**config.mk**
```make
export PLATFORM = sky130hd
export DESIGN_NAME = uart_tx_param
export DESIGN_NICKNAME = d
export VERILOG_FILES = /design/src/rtl/uart_tx_param.sv
export SDC_FILE = /design/constraint.sdc
export NUM_CORES = 1
export LEC_CHECK = 0
export CAP_MARGIN = 20
export CORE_ASPECT_RATIO = 1.5
export CORE_MARGIN = 3
export CORE_UTILIZATION = 50
export DETAILED_ROUTE_END_ITERATION = 8
export PLACE_DENSITY = 0.75
export SYNTH_ARGS = -nofsm -noshare
export SYNTH_HDL_FRONTEND = slang
export SYNTH_SLANG_ARGS = --single-unit
```
**constraint.sdc**
```tcl
create_clock -name Clock -period 2.2 [get_ports Clock]
set_input_delay 0.22 -clock Clock [delete_from_list [all_inputs] [get_ports Clock]]
set_output_delay 0.22 -clock Clock [all_outputs]
set_load 0.005 [all_outputs]
```
**src/rtl/uart_tx_param.sv**
```systemverilog
// Parameterised UART transmitter with a small transmit FIFO.
// Frames are start, LSB-first data, optional parity, then one or two stop bits.
module uart_tx_param #(
  parameter int CLKS_PER_BIT = 217,
  parameter int DATA_BITS    = 8,
  parameter int PARITY       = 0,
  parameter int STOP_BITS    = 1,
  parameter int FIFO_DEPTH   = 4
) (
  input  logic                          Clock,
  input  logic                          Reset,
  input  logic                          TX_Send,
  input  logic [DATA_BITS-1:0]          Input_Byte,
  output logic                          TX_Ready,
  output logic [$clog2(FIFO_DEPTH):0]   FIFO_Count,
  output logic                          Main_TX_Active,
  output logic                          Output_Serial,
  output logic                          TX_Done
);

  localparam int PW         = $clog2(FIFO_DEPTH);
  localparam int CW         = (CLKS_PER_BIT > 2) ? $clog2(CLKS_PER_BIT) : 1;
  localparam int CLK_LAST_I = CLKS_PER_BIT - 1;
  localparam int DATA_LAST_I = DATA_BITS - 1;
  localparam int STOP_LAST_I = STOP_BITS - 1;

  localparam logic [CW-1:0] CLK_LAST  = CLK_LAST_I[CW-1:0];
  localparam logic [3:0]    DATA_LAST = DATA_LAST_I[3:0];
  localparam logic [3:0]    STOP_LAST = STOP_LAST_I[3:0];
  localparam logic [PW:0]   DEPTH     = FIFO_DEPTH[PW:0];

  typedef enum logic [2:0] {
    ST_IDLE,
    ST_START,
    ST_DATA,
    ST_PARITY,
    ST_STOP
  } state_t;

  state_t                state_q, state_d;
  logic [CW-1:0]         clk_cnt_q, clk_cnt_d;
  logic [3:0]            bit_cnt_q, bit_cnt_d;
  logic [DATA_BITS-1:0]  data_q, data_d;
  logic                  parity_q, parity_d;

  logic [DATA_BITS-1:0]  mem_q [FIFO_DEPTH];
  logic [PW-1:0]         wr_ptr_q, rd_ptr_q;
  logic [PW:0]           count_q;
  logic [DATA_BITS-1:0]  head;

  logic push, pop, bit_end, frame_end;

  assign head      = mem_q[rd_ptr_q];
  assign TX_Ready  = (count_q < DEPTH);
  assign push      = TX_Send && TX_Ready;
  assign bit_end   = (clk_cnt_q == CLK_LAST);
  assign frame_end = (state_q == ST_STOP) && bit_end && (bit_cnt_q == STOP_LAST);
  // Only words already counted before this edge may pop, so a push never falls through.
  assign pop       = (count_q != '0) && ((state_q == ST_IDLE) || frame_end);

  always_ff @(posedge Clock) begin
    if (push) begin
      mem_q[wr_ptr_q] <= Input_Byte;
    end
  end

  always_ff @(posedge Clock or posedge Reset) begin
    if (Reset) begin
      wr_ptr_q <= '0;
      rd_ptr_q <= '0;
      count_q  <= '0;
    end else begin
      if (push) begin
        wr_ptr_q <= wr_ptr_q + PW'(1);
      end
      if (pop) begin
        rd_ptr_q <= rd_ptr_q + PW'(1);
      end
      case ({push, pop})
        2'b10:   count_q <= count_q + (PW+1)'(1);
        2'b01:   count_q <= count_q - (PW+1)'(1);
        default: count_q <= count_q;
      endcase
    end
  end

  always_ff @(posedge Clock or posedge Reset) begin
    if (Reset) begin
      state_q   <= ST_IDLE;
      clk_cnt_q <= '0;
      bit_cnt_q <= '0;
      data_q    <= '0;
      parity_q  <= 1'b0;
    end else begin
      state_q   <= state_d;
      clk_cnt_q <= clk_cnt_d;
      bit_cnt_q <= bit_cnt_d;
      data_q    <= data_d;
      parity_q  <= parity_d;
    end
  end

  always_comb begin
    state_d   = state_q;
    clk_cnt_d = clk_cnt_q;
    bit_cnt_d = bit_cnt_q;
    data_d    = data_q;
    parity_d  = parity_q;

    if (state_q != ST_IDLE) begin
      clk_cnt_d = bit_end ? '0 : clk_cnt_q + CW'(1);
    end

    case (state_q)
      ST_IDLE: begin
        clk_cnt_d = '0;
      end
      ST_START: begin
        if (bit_end) begin
          state_d   = ST_DATA;
          bit_cnt_d = '0;
        end
      end
      ST_DATA: begin
        // The data register shifts so the current bit is always at position 0.
        if (bit_end) begin
          data_d = data_q >> 1;
          if (bit_cnt_q == DATA_LAST) begin
            bit_cnt_d = '0;
            state_d   = (PARITY != 0) ? ST_PARITY : ST_STOP;
          end else begin
            bit_cnt_d = bit_cnt_q + 4'd1;
          end
        end
      end
      ST_PARITY: begin
        if (bit_end) begin
          state_d   = ST_STOP;
          bit_cnt_d = '0;
        end
      end
      ST_STOP: begin
        if (bit_end) begin
          if (bit_cnt_q == STOP_LAST) begin
            state_d   = ST_IDLE;
            bit_cnt_d = '0;
          end else begin
            bit_cnt_d = bit_cnt_q + 4'd1;
          end
        end
      end
      default: begin
        state_d   = ST_IDLE;
        clk_cnt_d = '0;
        bit_cnt_d = '0;
      end
    endcase

    if (pop) begin
      state_d   = ST_START;
      clk_cnt_d = '0;
      bit_cnt_d = '0;
      data_d    = head;
      parity_d  = (PARITY == 1) ? ~(^head) : (^head);
    end
  end

  always_comb begin
    Output_Serial = 1'b1;
    case (state_q)
      ST_START:  Output_Serial = 1'b0;
      ST_DATA:   Output_Serial = data_q[0];
      ST_PARITY: Output_Serial = parity_q;
      default:   Output_Serial = 1'b1;
    endcase
  end

  assign Main_TX_Active = (state_q != ST_IDLE);
  assign TX_Done        = frame_end;
  assign FIFO_Count     = count_q;

endmodule

```
Word level (Yosys, flattened, before mapping)
Memories as Yosys holds them, arrays and structs flattened.
Index checks and enable logic that the tools add are counted.
Widths: inputs -> output; s select.
Word-level totals
  register bits after elaboration: 31
  RAM bits: 32
  output and inout port bits: 7
  logic and storage cells: 77
  memories kept: 1
Cells by class
  add/subtract/negate cells: 6
  magnitude comparators: 1
  equality and inequality tests: 17
  multiplexer cells: 26
  reductions and logical operators: 18
Memory list
  mem_q: words 4, width 8, rd ports 1, clocked after memory_dff 0, wr ports 1, line 46  | logic [DATA_BITS-1:0] mem_q [FIFO_DEPTH];
Operator list (count)
  $mux 8: 7
  $mux 4: 6
  $mux 3: 7
  $pmux 4 s4: 1
  $ne 3x3->1 const B: 5
  $pmux 3 s5: 1
  $add 8x1->8 const B: 1
  $eq 8x8->1 const B: 1
  $reduce_xor 8->1: 1
  $reduce_and 7->1: 1
  $eq 3x2->1 const B: 2
  $ne 3x1->1 const B: 2
  $pmux 3 s2: 1
  $reduce_bool 2->1: 3
  $reduce_bool 3->1: 2
  $add 2x1->2 const B: 2
  $add 4x1->4 const B: 1
  $eq 4x3->1 const B: 1
  $logic_and 1x1->1: 4
  $logic_not 4->1: 1
  $reduce_and 4->1: 1
  $reduce_or 4->1: 1
  $add 3x1->3 const B: 1
  $eq 3x1->1 const B: 1
  other kinds (13): 14

Longest topological paths before layout
  word-level depth: 7
  mapped depth: 12

Worst setup path before layout
OpenSTA, ideal clock, no wires.
  kind: register to register
  from: register state_q[0]
  to: register count_q[2] (netlist: FIFO_Count[2])
  arrival: 2.399 ns
  setup slack: -0.279 ns
  stages on the path, launching flop included: 12
  cells stage by stage: dfrtp_1 > buf_6 > or3b_4 > and4b_1 > o32a_2 > buf_4 > ha_1 > inv_1 > fa_1 > xor2_1 > nor2_1 > xnor2_1
Between the ends
  word-level cells in the longest chain between the ends: 7
  elaborated cells on any way between the ends: 10
  classes of those cells: 3 x eq/ne; 1 x mux; 6 x reduce/logical
RTL lines
  start, declared: line 40  | state_t state_q, state_d;
  start signal, assigned: line 95  | state_q <= state_d;
  $eq 3x3->1 (*): line 57  | assign frame_end = (state_q == ST_STOP) && bit_end && (bit_cnt_q == STOP_LAST);
  $logic_and 1x1->1 (*) (2 in series): line 57
  net TX_Done: line 18  | output logic TX_Done
  $logic_or 1x1->1 (*): line 59  | assign pop = (count_q != '0) && ((state_q == ST_IDLE) || frame_end);
  $logic_and 1x1->1 (*): line 59
  net pop: line 51  | logic push, pop, bit_end, frame_end;
  $eq 2x1->1 / $eq 2x2->1 (equally long branches): line 79  | case ({push, pop})
  $pmux 3 s2 / $reduce_bool 2->1 (equally long branches)
  end signal, assigned: line 80  | 2'b10: count_q <= count_q + (PW+1)'(1);
  end signal, assigned: line 81  | 2'b01: count_q <= count_q - (PW+1)'(1);
  end signal, assigned: line 82  | default: count_q <= count_q;
  end, declared: line 48  | logic [PW:0] count_q;
Mark *: on every way through the listed nets, which the timed path passes. The rest lies on a longest branch.
A chain may end at the register's enable or synchronous reset.

Worst setup path in the final report
  from: register state_q[0]
  to: register count_q[2] (netlist: FIFO_Count[2])
Between the ends
  word-level cells in the longest chain between the ends: 7
  elaborated cells on any way between the ends: 10
  classes of those cells: 3 x eq/ne; 1 x mux; 6 x reduce/logical
RTL lines (line)
  $eq 3x3->1: 57
  $logic_and 1x1->1 (2 in series): 57
  $logic_or 1x1->1 (*): 59
  $logic_and 1x1->1 (*): 59
  $eq 2x1->1 / $eq 2x2->1 (equally long branches): 79
  $pmux 3 s2 / $reduce_bool 2->1 (equally long branches)
Mark *: on every way between the ends. The rest lies on a longest branch, timed or not.

==> metrics.md <==
| Metric | Value |
|---|---|
| Syn Nets | `roughly 240` |
| Drt drc | `0` |
| Clock sinks | `between 60 and 70` |
| Standard-cell rows | `33` |
| CTS root buf | `clkbuf_8` |
| Vias per std cell | `5.259` |
| Worst path arrival time | `2.47 ns` |
| Die ar. | `0.006829 mm²` |
| Boundary pin count | `18` |
| DR vias | `around 1,800` |
| Final period demand of the worst path | `about 2.2 ns` |
| FF/Latch Area | `about 0.0017 mm²` |
| Total track usage | `17.62%` |
| Port Buffers | `17` |
| Area occupied by multi-input gates | `0.001126 mm²` |
| RePlAce Congestion | `0.8319` |
| Placed insts | `roughly 320` |
| PwrDens | `~1300 mW/mm²` |
| Final WS setup | `-0.004826 ns` |
| Skew final | `0.006772 ns` |
| Status | `finished, violations left` |
| Worst-skew pair later-pin latency | `between 0.3 and 0.4 ns` |
| VDD IR-drop max | `0.0007034 V` |
| DR iter-0 viols | `68` |
| Antenna violations before repair | `0` |
| Worst Path Required | `around 2.5 ns` |
| R2r endpoint | `FIFO_Count[2]` |
| FMAX | `~450 MHz` |
| Fin. max-slew vios | `0` |
| P&R area growth vs syn | `21.24%` |
| Worst-path fanout max | `3` |
| Global route total overflow | `0` |
| Clk slew on worst S/H paths | `approximately 0.07 ns` |
| Final nets | `286` |
| Synthesized area | `about 0.003 mm²` |
| TritonCTS clock tree | `yes` |
| Deepest clock path buffer count | `2` |
| H-tree Lvls | `3` |
| Vias in the first global route | `roughly 1,900` |
| Remaining antenna violation count | `0` |
| Core area | `0.005574 mm²` |
| Drt total wl | `roughly 5000 µm` |
| Synth cell types | `51` |
| CP endpoint | `FIFO_Count[2]` |
| Worst Reg-to-Reg Cells | `9` |
| Least-Margin Pin Slew | `between 0.4 and 0.5 ns` |
| DR pass1 iterations | `4` |
| Final Hold Viols | `0` |
| Post-DP HPWL | `around 3600 µm` |
| Hold_ws | `0.2429 ns` |
| Hold Crit Class | `primary input to async pin` |
| Reg2Reg Setup Slack | `-0.005 ns` |
| Die H | `around 100 µm` |
| Dominant synthesized flop cell | `edfxtp_1` |
| Post-synth EDFFs | `32` |
| Final cell count without fillers | `340` |
| Yosys reg bits | `63` |
| Filler instances | `432` |
| CTS hold repair buffers | `0` |
| DIE WIDTH | `slightly below 70 µm` |
| Global-route wire length before repair | `between 8000 and 9000 µm` |
| CP startpoint | `state_q[0]` |
| Number of buffers created by CTS | `9` |
| Leakage | `~1.4 nW` |
| Failing checks | `negative setup slack` |
| Sequential-to-total area share from yosys stat | `between 50% and 60%` |
| Initial Util | `a little over half` |
| RSZ-0062 raised after global routing | `yes` |
| Setup CP Type | `register to register` |
| Syn_area_per_cell | `13.43 µm²` |
| Share of cells above drive strength 1 | `between 20% and 30%` |
| Async set-or-reset flop fraction in the synthesized netlist | `49.21%` |
| CP Launch Type | `register` |
| Max_cap viols | `0` |
| # diodes | `0` |
| Synth Warn # | `0` |
| Final setup fails | `1` |
| Commonest non-fill, non-tap cell in the layout | `edfxtp_1` |
| Critical path capture point type | `register` |
| Pin count of the biggest net entering global routing | `32` |
| R2R Path Start | `state_q[0]` |
| DR WL/cell | `about 15 µm` |
| Period utilisation layout | `100.2%` |
| Highest-count cells in the layout ignoring fill and taps | `edfxtp_1 (32), dfrtp_1 (30), buf_4 (25)` |
| Post-Syn Instances | `about 220` |
| Slew Limit Headroom | `71.11%` |
[kinds of logic (layout without fill, tap and decap cells)]
logic type	after synthesis	after routing	share of synthesized area, %
AO/OA/AOI/OAI	33	33	7.607
XOR/XNOR	18	18	5.385
adder cells (fa/ha/maj)	10	10	4.530
buffers and inverters	22	74	3.760
flip-flops	63	63	59.32
multiplexers	14	14	8.846
AND/OR/NAND/NOR	58	58	10.56
[routing by layer]
metal  wire length, µm  vias up  part of all wire (%)  global-route usage [%]
met5                 0        -                     0                       0
met4                95        0                   1.9                   7.504
met3               180        9                   3.6                   5.876
met2              2679       31                    54                   29.43
met1              2049      863                    41                   19.98
li1                  -      885                     -                       -
[flip-flops by register name, summed over array words and instances (netlist names)]
register and cells:
FIFO_Count 3, bit_cnt_q 4, clk_cnt_q 8, data_q 8
mem_q 32, parity_q 1, rd_ptr_q 2, state_q 3
wr_ptr_q 2
[how the worst min path moves through the flow]
stage	startpoint	end	slack (ns)	cells after the start
2_1_floorplan	Reset	FIFO_Count[0]	0.32	1
3_5_place_dp	data_q[1]	data_q[1]	0.47	1
5_1_grt	Reset	clk_cnt_q[4]	0.32	3
4_1_cts	Reset	FIFO_Count[0]	0.25	3
3_3_place_gp	data_q[3]	data_q[3]	0.47	1
6_report	Reset	FIFO_Count[0]	0.24	3
[power breakdown]
| part | switching, W | internal (W) | leakage (nW) | total [W] |
|---|---|---|---|---|
| Clock | 0.000479 | 0.000421 | 0.0906 | 0.000900 |
| Combinational | 0.000885 | 0.00103 | 0.662 | 0.00192 |
| Sequential | 0.000233 | 0.00155 | 0.685 | 0.00178 |
[critical path: stages (launching register included)]
cell and delay (ns):
dfrtp_1 0.38, or3b_4 0.41, and4b_1 0.29, o32a_4 0.18
ha_4 0.13, inv_2 0.03, fa_2 0.32, xor2_1 0.15
nor2_1 0.11, xnor2_1 0.13
[stage by stage]
stage | utilization, % | power [W] | TNS, ns | area [µm²] | setup WS [ns]
CTS | 62.94 | 0.004618 | 0 | 3508 | 0.0002485
global placement | 59.28 | 0.003609 | 0 | 3304 | 0.01749
detailed placement | 59.28 | 0.003687 | -0.07222 | 3304 | -0.07222
floorplan | - | 0.003159 | -0.2743 | 2958 | -0.1882
finish | 63.68 | 0.004594 | -0.004826 | 3550 | -0.004826
global route | 63.68 | 0.004960 | -0.07699 | 3550 | -0.07699
[cell usage after synthesis (2+ instances only)]
cell	instances	share of area, %
a22o_1	2	0.60
nor2_1	11	1.4
mux2i_1	6	2.1
and2_1	4	0.85
a21oi_1	4	0.68
buf_6	3	1.2
nor3b_1	2	0.51
a21o_1	2	0.51
nand2_1	18	2.3
dfrtp_1	31	26
xnor2_1	13	3.9
and3_1	2	0.43
edfxtp_1	32	33
ha_1	9	3.8
inv_1	16	2.1
mux4_2	3	2.3
nand3_1	5	0.85
o21a_1	2	0.51
xor2_1	5	1.5
o21ai_0	12	2.1
nor2b_1	2	0.43
mux4_1	5	4.5
[timing repair]
item,CTS,global route
endpoints found under the setup margin,2,4
gates resized for setup,3,6
pin swaps,2,1
buffers inserted,2,4
[layout make-up]
type | count | share of cell area [%]
Sequential cell | 63 | 48.96
Multi-Input combinational cell | 133 | 31.72
Timing Repair Buffer | 42 | 10.08
Clock buffer | 9 | 3.490
Tap cell | 70 | 2.467
Inverter | 16 | 1.692
Clock inverter | 7 | 1.586
Power figures use the tool's default switching activity.
